File: src/rtl/tx_link_driver.sv
// Transmit word driver for an 8-bit-per-clk160 serial lane: FIFO data, PRBS7/fixed training words
// and a stepped ODELAY tap controller (built only when TX_DELAY_CTRL_EN is defined).
module tx_link_driver #(
  parameter logic [7:0]  IDLE_WORD   = 8'hAC,
  parameter logic [6:0]  PRBS_SEED   = 7'h7F,
  parameter int unsigned TRAIN_WORDS = 256,
  parameter int unsigned MAX_STEP    = 8
) (
  input  logic       clk160,
  input  logic       rst,
  input  logic [1:0] mode,
  input  logic [7:0] fixed_pattern,
  input  logic [7:0] fifo_data,
  input  logic       fifo_valid,
  output logic       fifo_rd,
  output logic [7:0] D_IN,
  output logic       train_done,
  input  logic [8:0] delay_in,
  input  logic       delay_set,
  input  logic [8:0] delay_out,
  output logic [8:0] delay_set_value,
  output logic       delay_wr,
  output logic       delay_ready
);

  localparam logic [1:0]  ModeData   = 2'd0;
  localparam logic [1:0]  ModePrbs   = 2'd1;
  localparam logic [1:0]  ModeFixed  = 2'd2;
  localparam logic [1:0]  ModeIdle   = 2'd3;
  localparam logic [15:0] TrainWords = 16'(TRAIN_WORDS);

  logic [1:0]  mode_q;
  logic        mode_chg;
  logic [6:0]  lfsr_q, lfsr_d;
  logic [6:0]  prbs_s;
  logic        prbs_nb;
  logic [7:0]  prbs_word;
  logic [7:0]  d_in_d;
  logic [15:0] train_cnt_q, train_cnt_d;
  logic        training;

  assign fifo_rd  = (mode == ModeData) && fifo_valid && !rst;
  assign mode_chg = (mode != mode_q);
  assign training = (mode_q == ModePrbs) || (mode_q == ModeFixed);

  // Eight Fibonacci steps per word; the first new bit lands in D_IN[7].
  always_comb begin
    prbs_s    = lfsr_q;
    prbs_nb   = 1'b0;
    prbs_word = '0;
    for (int i = 0; i < 8; i++) begin
      prbs_nb          = prbs_s[6] ^ prbs_s[5];
      prbs_s           = {prbs_s[5:0], prbs_nb};
      prbs_word[7 - i] = prbs_nb;
    end
  end

  // The word path follows mode_q, so a new mode shows up two cycles after it is applied.
  // A FIFO pop is the exception: it follows the live mode so no popped word is dropped.
  always_comb begin
    d_in_d      = IDLE_WORD;
    lfsr_d      = lfsr_q;
    train_cnt_d = train_cnt_q;
    if (fifo_rd) begin
      d_in_d = fifo_data;
    end else begin
      case (mode_q)
        ModePrbs:  d_in_d = prbs_word;
        ModeFixed: d_in_d = fixed_pattern;
        default:   d_in_d = IDLE_WORD;
      endcase
    end
    if (mode_q == ModePrbs) lfsr_d = prbs_s;
    if (mode_chg && (mode == ModePrbs)) lfsr_d = PRBS_SEED;
    if (mode_chg) begin
      train_cnt_d = '0;
    end else if (training && (train_cnt_q != TrainWords)) begin
      train_cnt_d = train_cnt_q + 16'd1;
    end
  end

  always_ff @(posedge clk160) begin
    if (rst) begin
      mode_q      <= ModeIdle;
      lfsr_q      <= PRBS_SEED;
      D_IN        <= IDLE_WORD;
      train_cnt_q <= '0;
    end else begin
      mode_q      <= mode;
      lfsr_q      <= lfsr_d;
      D_IN        <= d_in_d;
      train_cnt_q <= train_cnt_d;
    end
  end

  assign train_done = training && (train_cnt_q == TrainWords);

`ifdef TX_DELAY_CTRL_EN
  typedef enum logic [1:0] {DCheck, DWrite, DSettle, DIdle} dstate_e;

  localparam logic signed [9:0] MaxStep = 10'(MAX_STEP);
  localparam logic [8:0]        Step9   = 9'(MAX_STEP);

  dstate_e            dstate_q, dstate_d;
  logic [2:0]         set_sr_q;
  logic               capture;
  logic [8:0]         target_q, target_d;
  logic [2:0]         settle_q, settle_d;
  logic [8:0]         set_value_d;
  logic signed [9:0]  diff;

  assign capture = (set_sr_q == 3'b001);

  always_comb begin
    dstate_d    = dstate_q;
    target_d    = capture ? delay_in : target_q;
    settle_d    = settle_q;
    set_value_d = delay_set_value;
    diff        = $signed({1'b0, target_q}) - $signed({1'b0, delay_out});
    case (dstate_q)
      DCheck: begin
        if (delay_out == target_q) begin
          // A capture landing here must be re-checked rather than reported as ready.
          dstate_d = capture ? DCheck : DIdle;
        end else begin
          if (diff > MaxStep) begin
            set_value_d = delay_out + Step9;
          end else if (diff < -MaxStep) begin
            set_value_d = delay_out - Step9;
          end else begin
            set_value_d = target_q;
          end
          dstate_d = DWrite;
        end
      end
      DWrite: begin
        settle_d = 3'd4;
        dstate_d = DSettle;
      end
      DSettle: begin
        settle_d = settle_q - 3'd1;
        if (settle_q == 3'd1) dstate_d = DCheck;
      end
      DIdle: begin
        if (capture) dstate_d = DCheck;
      end
      default: dstate_d = DCheck;
    endcase
  end

  always_ff @(posedge clk160) begin
    if (rst) begin
      dstate_q        <= DCheck;
      set_sr_q        <= '0;
      target_q        <= '0;
      settle_q        <= '0;
      delay_set_value <= '0;
    end else begin
      dstate_q        <= dstate_d;
      set_sr_q        <= {set_sr_q[1:0], delay_set};
      target_q        <= target_d;
      settle_q        <= settle_d;
      delay_set_value <= set_value_d;
    end
  end

  assign delay_wr    = (dstate_q == DWrite);
  assign delay_ready = (dstate_q == DIdle);
`else
  logic set_q;
  logic unused_dly;

  assign unused_dly  = ^delay_out ^ (MAX_STEP != 0);
  assign delay_ready = !rst;

  always_ff @(posedge clk160) begin
    if (rst) begin
      set_q           <= 1'b0;
      delay_wr        <= 1'b0;
      delay_set_value <= '0;
    end else begin
      set_q           <= delay_set;
      delay_wr        <= delay_set && !set_q;
      delay_set_value <= delay_in;
    end
  end
`endif

endmodule

File: config.mk
export PLATFORM = sky130hd
export DESIGN_NAME = tx_link_driver
export DESIGN_NICKNAME = d
export VERILOG_FILES = /design/src/rtl/tx_link_driver.sv
export SDC_FILE = /design/constraint.sdc
export NUM_CORES = 1
export LEC_CHECK = 0
export CORE_MARGIN = 8
export CORE_UTILIZATION = 49
export DETAILED_ROUTE_END_ITERATION = 7
export PLACE_DENSITY = 0.84
export SYNTH_ARGS = -nofsm -noshare
export SYNTH_HDL_FRONTEND = slang
export SYNTH_SLANG_ARGS = --single-unit
File: constraint.sdc
create_clock -name clk160 -period 4.8 [get_ports clk160]
set_input_delay 0.96 -clock clk160 [delete_from_list [all_inputs] [get_ports clk160]]
set_output_delay 0.96 -clock clk160 [all_outputs]
set_load 0.02 [all_outputs]
==> metrics <==
Fillers=307; Routed Antenna Nets=0; WL per Instance=around 14 um; CTS buffer count=5; vias in the first global route=1680; gr ovfl total=0; Skew-Pair Late Insertion Delay=0.30 ns; clock sink count=44; # rows=22; fraction of synthesized area in multiplexers=0.0525; final WL=4.33 mm; unique cell type count in the Yosys netlist=37; DP HPWL=3.28 mm; Yosys top cell area share=0.462; setup TNS=0 ns; Die Span Y=78.4 um; mean post-synth cell area=9.49 um2; via count of the routed design=1569; Die Wd=about 78 um; Area contributors post-synth=dfxtp_1 46%, mux2i_1 5.2%, xor2_1 5.1%, nand2_1 3.7%, xnor2_1 3.7%; FF+latch count, synth=44; CTS clk-pin slew, worst paths=0.08 ns; CP required=~3.8 ns; worst vdd ir=between 0.0002 and 0.00025 V; yosys warns=0; most area-hungry cell type in the Yosys netlist=dfxtp_1; Tmin final=3.55 ns; ratio of cells with drive above 1 in the final layout=0.0669; Synth-to-Final Area Change=34.3%; Net Count, Synth=246; fmax=~0.28 GHz; GRT Util Overall=0.145; IO buf count=51; Slew HR=0.643; crit-path cells=clkdlybuf4s50_1 -> nor4b_2 -> buf_4 -> clkdlybuf4s50_1; EDFF count, synth=0; slowest stage delay, CP=0.63 ns; Slew Viols, Final=0; GP Congestion=around 0.84; Startpoint Class=input pin; Place WS=1.26 ns; Crit path top cell by count=clkdlybuf4s50_1; xor-xnor portion of the synthesized cell area=0.0873; Final Cycle Share=0.740; max-cap violation count=0; critical path class=in -> out; H-tree depth=2; Clock Skew=about 0.0045 ns; cell area after layout=about 2600 um2; WP data arrival=2.59 ns; Syn Inst Count=~200; first-pass GRT wire length=between 7 and 8 mm; die area=6140 um2; Post-Synth Adder-Cell Area=0.0328; crit path max-delay cell type=clkdlybuf4s50_1; Worst Path Max Fanout=12; status=finished clean; Final Hold Fails=0; Compound-Gate Fraction of Synth Area=0.100; CTS tree=done; post-cts resize count=0; Post CTS Setup Buffer Count=0; TritonRoute pass-1 iters=4; DP Area=2470 um2; crit-path leading delay family=buffers and inverters; Final Net Count=298; Vias/cell=5.20; Total Power=0.740 mW; sequential share of the synthesized area=0.462; Worst setup EP type=output port; RSZ-0062 raised after global routing=no; hold_buf cts=0; hold crit path type=reg -> reg; fraction of the mapped netlist area in simple logic gates=0.233; DRC violations left=0; area of the core=3720 um2; combinational family with the most area after synthesis=simple AND/OR/NAND/NOR gates; leakage power=0.922 nW; ANT cells=0; CP Buf/Inv Count=3; largest net degree at the start of global routing=21; Power Density=between 200 and 300 nW/um2; Post-Syn Area=1910 um2; worst slew pin tran=around 0.53 ns; Setup WS post-layout=1.25 ns; final count of negative-setup-slack endpoints=0; effective utilization at floorplan=0.513; asr flop ratio synth=0; DR iter-0 viols=between 50 and 60; initial antenna violation count=0; CTS root buf=clkbuf_8; I/O pin count=61; dominant synthesized flop cell=dfxtp_1; clock buffer depth=2
[state kept, by name, summed over array words and instances (netlist names)]
signal,cells
set_q,1
delay_wr,1
lfsr_q,7
mode_q,2
train_cnt_q,16
delay_set_value,9
D_IN,8
[layout make-up]
cell class / count / area [um2] / area share
inverters: 8 / 30.0 / 0.0117
multi-input cells: 141 / 971 / 0.379
well taps: 48 / 60.1 / 0.0235
repair buffers: 53 / 526 / 0.205
clock inverters: 2 / 10.0 / 0.00391
clock buffers: 6 / 82.6 / 0.0323
flip-flops and latches: 44 / 881 / 0.344
[metrics by stage]
step,cells,hold slack [ns],util
2_1_floorplan,201,0.367,-
3_3_place_gp,294,0.370,0.664
3_5_place_dp,294,0.384,0.664
4_1_cts,302,0.395,0.689
5_1_grt,302,0.412,0.689
6_report,302,0.391,0.689
[layer usage]
layer / vias up / global-route usage / wire length (um)
met2: 37 / 0.265 / 2240
met5: - / 0 / 0
met3: 9 / 0.0433 / 218
met1: 718 / 0.148 / 1800
met4: 0 / 0.0685 / 74
li1: 805 / - / -
[final timing paths]
| path | from | end | slack [ns] | depth (start not counted) |
|---|---|---|---|---|
| worst max-delay path | mode[0] | fifo_rd | 1.25 | 4 |
| worst max register to register | mode_q[0] | train_cnt_q[15] | 2.40 | 6 |
| worst min-delay path | set_q | delay_wr | 0.39 | 1 |
| worst min register to register | set_q | delay_wr | 0.39 | 1 |
[cell families (layout without fill, tap and decap cells)]
logic type | Yosys count | after routing
compound gates | 28 | 28
xor+xnor | 19 | 19
fa+ha+maj | 5 | 5
buf+inv | 16 | 69
flops | 44 | 44
mux | 10 | 10
simple gates | 79 | 79
[synth_stat cells, drive strengths merged (2+ instances only)]
| cell type | instances |
|---|---|
| nand3 | 4 |
| a22oi | 3 |
| a21oi | 8 |
| nand4 | 4 |
| a22o | 3 |
| nor2 | 15 |
| nand2 | 19 |
| nand3b | 2 |
| dfxtp | 44 |
| clkbuf | 7 |
| inv | 8 |
| or3 | 7 |
| nor4b | 3 |
| nor4 | 6 |
| ha | 5 |
| a221o | 3 |
| nor3 | 2 |
| nor2b | 11 |
| o21ai | 6 |
| mux2i | 10 |
| xnor2 | 8 |
| xor2 | 11 |
[power breakdown]
part	internal, mW	leakage (nW)	switching [mW]	total [mW]
Combinational	0.0599	0.511	0.0516	0.112
Sequential	0.378	0.360	0.00840	0.387
Clock	0.115	0.0510	0.127	0.242
Total	0.553	0.922	0.187	0.740
[layout by cell type, fill, tap and decap left out, types with 3 or more instances in the layout]
cell             Yosys  final
nand2_1             19     19
ha_1                 5      5
clkdlybuf4s50_1      0     51
a21oi_1              8      8
inv_1                8      8
nand4_1              3      3
a22o_1               3      3
nor4_1               6      6
a22oi_1              3      3
dfxtp_1             44     44
mux2i_1             10     10
nor2_1              15     15
o21ai_0              6      6
xnor2_1              8      8
xor2_1              11     11
clkbuf_8             0      6
nand3_1              4      4
or3_1                5      5
nor2b_1             11     11
a221o_1              3      3
Note: power is estimated with default switching activity, not from simulation.
